**src/rtl/hazard_ctrl.sv**
```systemverilog
// Pipeline hazard controller: load-use bubbles, data-memory wait freezes,
// control-transfer flushes and sticky halt for the 5-stage core.
module hazard_ctrl #(
  parameter int unsigned LOAD_BUBBLES = 1,
  parameter int unsigned CNT_W        = 16
) (
  input  logic             CLK,
  input  logic             nRST,
  input  logic             ihit,
  input  logic             dhit,
  input  logic [4:0]       id_rs,
  input  logic [4:0]       id_rt,
  input  logic             id_uses_rt,
  input  logic             ex_dREN,
  input  logic             ex_RegWr,
  input  logic [4:0]       ex_wsel,
  input  logic             ex_xfer,
  input  logic             mem_dREN,
  input  logic             mem_dWEN,
  input  logic             mem_halt,
  output logic             pc_en,
  output logic             ifid_pause,
  output logic             ifid_flush,
  output logic             idex_dopause,
  output logic             idex_doflush,
  output logic             exmem_pause,
  output logic             halt,
  output logic [CNT_W-1:0] stall_cnt
);

  localparam int unsigned BW = 2;

  typedef enum logic [1:0] {RUN, BUBBLE, MEMWAIT, HALTED} state_t;

  state_t        state, state_n;
  logic [BW-1:0] bcnt, bcnt_n;
  logic          memwait, loaduse;

  assign memwait = (mem_dREN | mem_dWEN) & ~dhit;
  assign loaduse = ex_dREN & ex_RegWr & (ex_wsel != 5'd0) &
                   ((ex_wsel == id_rs) | (id_uses_rt & (ex_wsel == id_rt)));

  // State, bubble counter and registered halt flag
  always_ff @(posedge CLK or negedge nRST) begin
    if (!nRST) begin
      state <= RUN;
      bcnt  <= '0;
      halt  <= 1'b0;
    end else begin
      state <= state_n;
      bcnt  <= bcnt_n;
      halt  <= (state_n == HALTED);
    end
  end

  // Saturating count of cycles the PC is held outside of halt
  always_ff @(posedge CLK or negedge nRST) begin
    if (!nRST) begin
      stall_cnt <= '0;
    end else if (!pc_en && (state != HALTED) && (stall_cnt != {CNT_W{1'b1}})) begin
      stall_cnt <= stall_cnt + CNT_W'(1);
    end
  end

  // Next state and pipeline controls; priority halt > memwait > xfer > load-use
  always_comb begin
    state_n      = state;
    bcnt_n       = bcnt;
    pc_en        = 1'b1;
    ifid_pause   = 1'b0;
    ifid_flush   = 1'b0;
    idex_dopause = 1'b0;
    idex_doflush = 1'b0;
    exmem_pause  = 1'b0;

    if (state == HALTED) begin
      pc_en        = 1'b0;
      ifid_pause   = 1'b1;
      idex_dopause = 1'b1;
      exmem_pause  = 1'b1;
    end else if (mem_halt && !(state == MEMWAIT && memwait)) begin
      pc_en        = 1'b0;
      ifid_pause   = 1'b1;
      idex_dopause = 1'b1;
      exmem_pause  = 1'b1;
      state_n      = HALTED;
      bcnt_n       = '0;
    end else if (memwait) begin
      pc_en        = 1'b0;
      ifid_pause   = 1'b1;
      idex_dopause = 1'b1;
      exmem_pause  = 1'b1;
      state_n      = MEMWAIT;
      bcnt_n       = '0;
    end else if (ex_xfer) begin
      // Flush squashes any dependent instruction in ID, so it beats load-use
      ifid_flush   = 1'b1;
      idex_doflush = 1'b1;
      state_n      = RUN;
      bcnt_n       = '0;
    end else if (state == BUBBLE) begin
      pc_en        = 1'b0;
      ifid_pause   = 1'b1;
      idex_doflush = 1'b1;
      if (ihit) begin
        if ((32'(bcnt) + 32'd1) >= LOAD_BUBBLES) begin
          state_n = RUN;
          bcnt_n  = '0;
        end else begin
          bcnt_n  = bcnt + BW'(1);
        end
      end
    end else if (loaduse) begin
      pc_en        = 1'b0;
      ifid_pause   = 1'b1;
      idex_doflush = 1'b1;
      state_n      = RUN;
      if (ihit && (LOAD_BUBBLES > 1)) begin
        state_n = BUBBLE;
        bcnt_n  = BW'(1);
      end
    end else begin
      state_n = RUN;
    end
  end

endmodule

```
**config.mk**
```make
export PLATFORM = sky130hd
export DESIGN_NAME = hazard_ctrl
export DESIGN_NICKNAME = d
export VERILOG_FILES = /design/src/rtl/hazard_ctrl.sv
export SDC_FILE = /design/constraint.sdc
export NUM_CORES = 1
export LEC_CHECK = 0
export CORE_MARGIN = 4
export CORE_UTILIZATION = 44
export DETAILED_ROUTE_END_ITERATION = 8
export PLACE_DENSITY = 0.77
export SKIP_CTS_REPAIR_TIMING = 1
export SYNTH_ARGS = -nofsm -noshare
export SYNTH_HDL_FRONTEND = slang
export SYNTH_SLANG_ARGS = --single-unit
```
**constraint.sdc**
```tcl
create_clock -name CLK -period 2.53 [get_ports CLK]
set_clock_uncertainty 0.05 [all_clocks]
set_input_delay 0.253 -clock CLK [delete_from_list [all_inputs] [get_ports CLK]]
set_output_delay 0.253 -clock CLK [all_outputs]
set_load 0.05 [all_outputs]
```
; ---- Word level (Yosys, flattened, before mapping)
; Index checks and enable logic that the tools add are counted.
[totals]
input_bits = 26
output_inout_bits = 23
regBits = 21
wordCells = 71
[op_classes]
bitwise = 9
eq_ne = 8
n_mux = 36
reduce_logical = 10
order_cmp = 1
add_sub_neg = 3
[ops]
columns = cell, count
row1 = 2-bit 2-to-1 mux, 13
row2 = 1-bit 2-to-1 mux, 23
row3 = 16-bit by 1-bit adder with 16-bit output (second input constant), 1
row4 = 16-bit != test (second input constant), 1
row5 = 5-bit == test, 2
row6 = 4-bit nonzero test, 2
row7 = 2-bit == test (second input constant), 3
row8 = 1-bit AND, 5
row9 = 5-bit nonzero test, 1
row10 = 1-bit logical AND, 4
row11 = 2-bit by 1-bit adder with 3-bit output (second input constant), 1
row12 = 3-bit by 1-bit greater-or-equal comparator with 1-bit output (second input constant), 1
row13 = 3-bit AND reduction, 1
row14 = 2-bit by 1-bit adder with 2-bit output (second input constant), 1
row15 = 2-bit by 1-bit == test with 1-bit output (second input constant), 1
row16 = 1-bit zero test, 2
row17 = 2-bit != test (second input constant), 1
row18 = 1-bit NOT, 2
row19 = 1-bit bitwise OR, 2

; ---- Longest topological paths before layout
[depth]
ltp_word = 13
ltp_mapped = 9
depth_no_buf = 8

; ---- Least setup slack after synthesis
; Ideal clock, no wire load.
[synth_timing]
kind = reg-to-reg
start = register stall_cnt[0]
end = register stall_cnt[1]
stages_incl_launch_ff = 9
t_arrival_ns = 2.254
setup_slack_ns = 0.101
synth_period_minus_slack_ns = 2.429
setup_ns = 0.125
n_path_buf = 1
t_required_ns = 2.355
cell_sequence = dfrtp_1 -> ha_1 -> and4_4 -> and3_4 -> a32oi_2 -> and4_4 -> nor2_8 -> buf_12 -> mux2_4
[synth_between]
elab_chain_cells = 2
word_cells_on_any_way = 3
classes_between = add/sub: 1 / eq/ne: 1 / reduce/logical: 1
[synth_lines]
columns = item, line
row1 = "start, declared", 28  ; output logic [CNT_W-1:0] stall_cnt
row2 = "start signal, assigned", 61  ; stall_cnt <= stall_cnt + CNT_W'(1);
row3 = "parallel branches: the longest is 2 deep, another holds 16-bit by 1-bit adder with 16-bit output", --
; Several ways; the timed one is not identified.
; A chain may end at the register's enable or synchronous reset.

; ---- Worst setup path after layout
[layout_timing]
start = input ex_wsel[0]
end = output pc_en
[layout_between]
elab_chain_cells = 10
word_cells_on_any_way = 13
classes_between = eq/ne: 2 / mux: 6 / bitwise: 4 / reduce/logical: 1
[layout_lines]
columns = item, line
row1 = "start, declared", 16  ; input logic [4:0] ex_wsel,
row2 = 5-bit == test, 41  ; ((ex_wsel == id_rs) | (id_uses_rt & (ex_wsel == id_rt)));
row3 = 1-bit AND, 41
row4 = 1-bit bitwise OR, 41
row5 = 1-bit AND (*), 40  ; assign loaduse = ex_dREN & ex_RegWr & (ex_wsel != 5'd0) &
row6 = 1-bit 2-to-1 mux (*), 113  ; end else if (loaduse) begin
row7 = 1-bit 2-to-1 mux (*), 101  ; end else if (state == BUBBLE) begin
row8 = 1-bit 2-to-1 mux (*), 95  ; end else if (ex_xfer) begin
row9 = 1-bit 2-to-1 mux (*), 88  ; end else if (memwait) begin
row10 = 1-bit 2-to-1 mux (*), 81  ; end else if (mem_halt && !(state == MEMWAIT && memwait)) begin
row11 = 1-bit 2-to-1 mux (*), 76  ; if (state == HALTED) begin
row12 = "end, declared", 21  ; output logic pc_en,
; Every way passes the cells marked *; elsewhere a longest branch is shown, timed or not.

==> run_results.csv <==
group,metric,value,unit
global_route,grt_usage,14.9,%
layout,drive_gt1_share,16.8,%
global_route,grt_max_degree,22,
layout,syn_to_final_growth,44.0,%
layout,fin_util,67.1,%
floorplan,row_count,19,
route,ant_nets,0,
cts,cts_max_path_buffers,2,
cts,h-tree-depth,1,
global_route,antenna_found_initial,0,
logic_synthesis,synth-async-reset-ratio,100,%
place,routabilityCongestion,0.736,
route,drt-total-wl,2.75,mm
worst_setup_path,endpoint_kind,"primary output",
route,drt_pass1_iterations,5,
logic_synthesis,synth_area,0.00130,sq mm
sta,period_minus_slack,2430,ps
global_route,grt_pass1_wl,4.89,mm
layout,num-nets-final,214,
global_route,grt-ovfl-total,0,
sta,setup_violations,0,
global_route,grt_pass1_vias,1154,
power,leakage,0.794,nW
logic_synthesis,synth_enable_flop_cells,0,
sta,tightest_slew,515,ps
route,via_per_inst,5.03,
sta,slew_headroom,65.5,%
power,power.density,569,mW/mm^2
layout,instances_no_fill,215,
cts,cts-root-buf,"clkbuf_4",
floorplan,die_h,62.3,um
logic_synthesis,ys_warn_count,0,
power,irDropWorstVdd,0.566,mV
logic_synthesis,synthTopCellsByCount,"dfrtp_1 (21), xnor2_1 (16), nand2_1 (12), nor2_1 (10), xor2_1 (9)",
cts,worstSkewPairLatency,300,ps
worst_setup_path,crit_arrival,2130,ps
outcome,status,"finished, final reports clean",
logic_synthesis,synth.most_common_cell,"dfrtp_1",
logic_synthesis,synth.distinct_cells,34,
logic_synthesis,syn_nets,158,
floorplan,die-area,0.00388,sq mm
logic_synthesis,yosysSeqAreaShare,40.5,%
logic_synthesis,ys_ff_latch,21,
layout,num-fill-cells,223,
route,vias,1081,
floorplan,fp.dieW,62.3,um
logic_synthesis,yosysTopAreaCell,"dfrtp_1",
power,total_power,1.06,mW
worst_setup_path,critPathMaxFanout,2,
logic_synthesis,avgSynthCellArea,10.0,sq um
logic_synthesis,postSynthCellCount,129,
sta,max_clock_freq,0.411,GHz
route,drtIter0Drc,23,
cts,cts.sinks,21,
logic_synthesis,yosysTopAreaCellShare,40.5,%
place,dp_hpwl,2.33,mm
worst_setup_path,start_kind,"input pin",
sta,slew_violations,0,
route,wl_per_cell,12.8,um
cts,clkSlewWorstSetupHoldPaths,120,ps
floorplan,core,0.00278,sq mm
sta,hold_ws,226,ps
route,drc,0,
logic_synthesis,synthTopCellsByArea,"dfrtp_1 (41%), xnor2_1 (11%), xor2_1 (6.1%)",
layout,n_antenna_cell,0,
place,dp_cells,210,
job,maxCapViolations,0,
floorplan,ios,49,
logic_synthesis,synth_flop_cell,"dfrtp_1",
place,port-buffer-count,48,
sta,fin_crit_sh,96.1,%
worst_setup_path,crit_type,"in -> out",
worst_hold_path,hold_path.class,"in -> async",
worst_setup_path,cp.required,2230,ps
cts,cts_tree,"yes",
cts,numCtsBuffers,3,
floorplan,initial_core_util,46.6,%
sta,hold_viol,0,
cell type report:
| class | instances | area [sq um] | share of cell area [%] |
|---|---|---|---|
| Tap cell | 31 | 38.8 | 2.08 |
| Clock buffer | 3 | 22.5 | 1.21 |
| Sequential cell | 21 | 526 | 28.2 |
| Clock inverter | 1 | 5.00 | 0.268 |
| Inverter | 7 | 26.3 | 1.41 |
| Multi-Input combinational cell | 99 | 721 | 38.6 |
| Timing Repair Buffer | 53 | 528 | 28.3 |
routing by layer:
metal  GRT usage [%]  up-vias  wire length (um)
li1                -      546                 -
met1            17.4      491              1130
met2            25.8       42              1340
met3            4.86        2               254
met4            4.77        0                18
met5               0        -                 0
logic make-up (layout without fill, tap and decap cells):
| group | count (synthesis) | after routing | synth area share (%) |
|---|---|---|---|
| buffers and inverters | 9 | 64 | 4.15 |
| multiplexers | 1 | 1 | 1.16 |
| XOR/XNOR | 25 | 25 | 16.9 |
| AND/OR/NAND/NOR | 54 | 54 | 25.7 |
| adder cells (fa/ha/maj) | 3 | 3 | 2.90 |
| flip-flops | 21 | 21 | 40.5 |
| AO/OA/AOI/OAI | 16 | 16 | 8.69 |
state kept, by name (all words and copies together), names as in the netlist:
name / flops
bcnt: 2
halt: 1
stall_cnt: 16
state: 2
worst max-delay path, cell delays in order:
cell and delay (ps):
clkdlybuf4s50_1 430, or3_1 380, o311a_1 360, a21oi_2 150, nor2_1 50, or2_2 290, inv_2 80, buf_12 130
final timing paths:
kind / start / endpoint / slack (ps) / cells after the start
worst max-delay path: ex_wsel[0] / pc_en / 100 / 8
worst min-delay path: nRST / stall_cnt[0] / 230 / 2
worst max register to register: stall_cnt[0] / stall_cnt[15] / 290 / 8
worst min register to register: bcnt[1] / bcnt[1] / 450 / 2
max in group asynchronous: nRST / stall_cnt[15] / 2000 / 2
min in group CLK: bcnt[1] / bcnt[1] / 450 / 2
power breakdown:
group	switching [mW]	internal, mW	total (mW)
logic	0.273	0.195	0.468
clock network	0.0992	0.0588	0.158
registers	0.0580	0.380	0.438
placed cells by master, fill, tap and decap left out, types with 2 or more instances in the layout:
cell type        synthesis  final
nand4_1                  3      3
nor3_2                   3      3
nor4_2                   2      2
clkbuf_4                 0      3
xor2_1                   9      9
nand3_1                  7      7
ha_1                     3      3
and4_4                   2      2
clkdlybuf4s50_1          0     42
nand2_1                 12     12
buf_12                   1      2
buf_4                    1      9
o21ai_0                  5      5
dfrtp_1                 21     21
a211oi_1                 2      2
xnor2_1                 16     16
nor2_1                  10     10
nor3_1                   3      3
a21o_1                   3      3
inv_1                    7      6
and2_1                   2      2
nand2b_1                 2      2
metrics by stage:
step,setup WS [ps],setup TNS (ps),cell area (sq um)
after floorplan,101,0,1300
after global placement,113,0,1830
after detailed placement,65.6,0,1830
after CTS,57.2,0,1860
after global routing,-6.11,-6.11,1870
final,98.7,0,1870
Power figures use the tool's default switching activity.
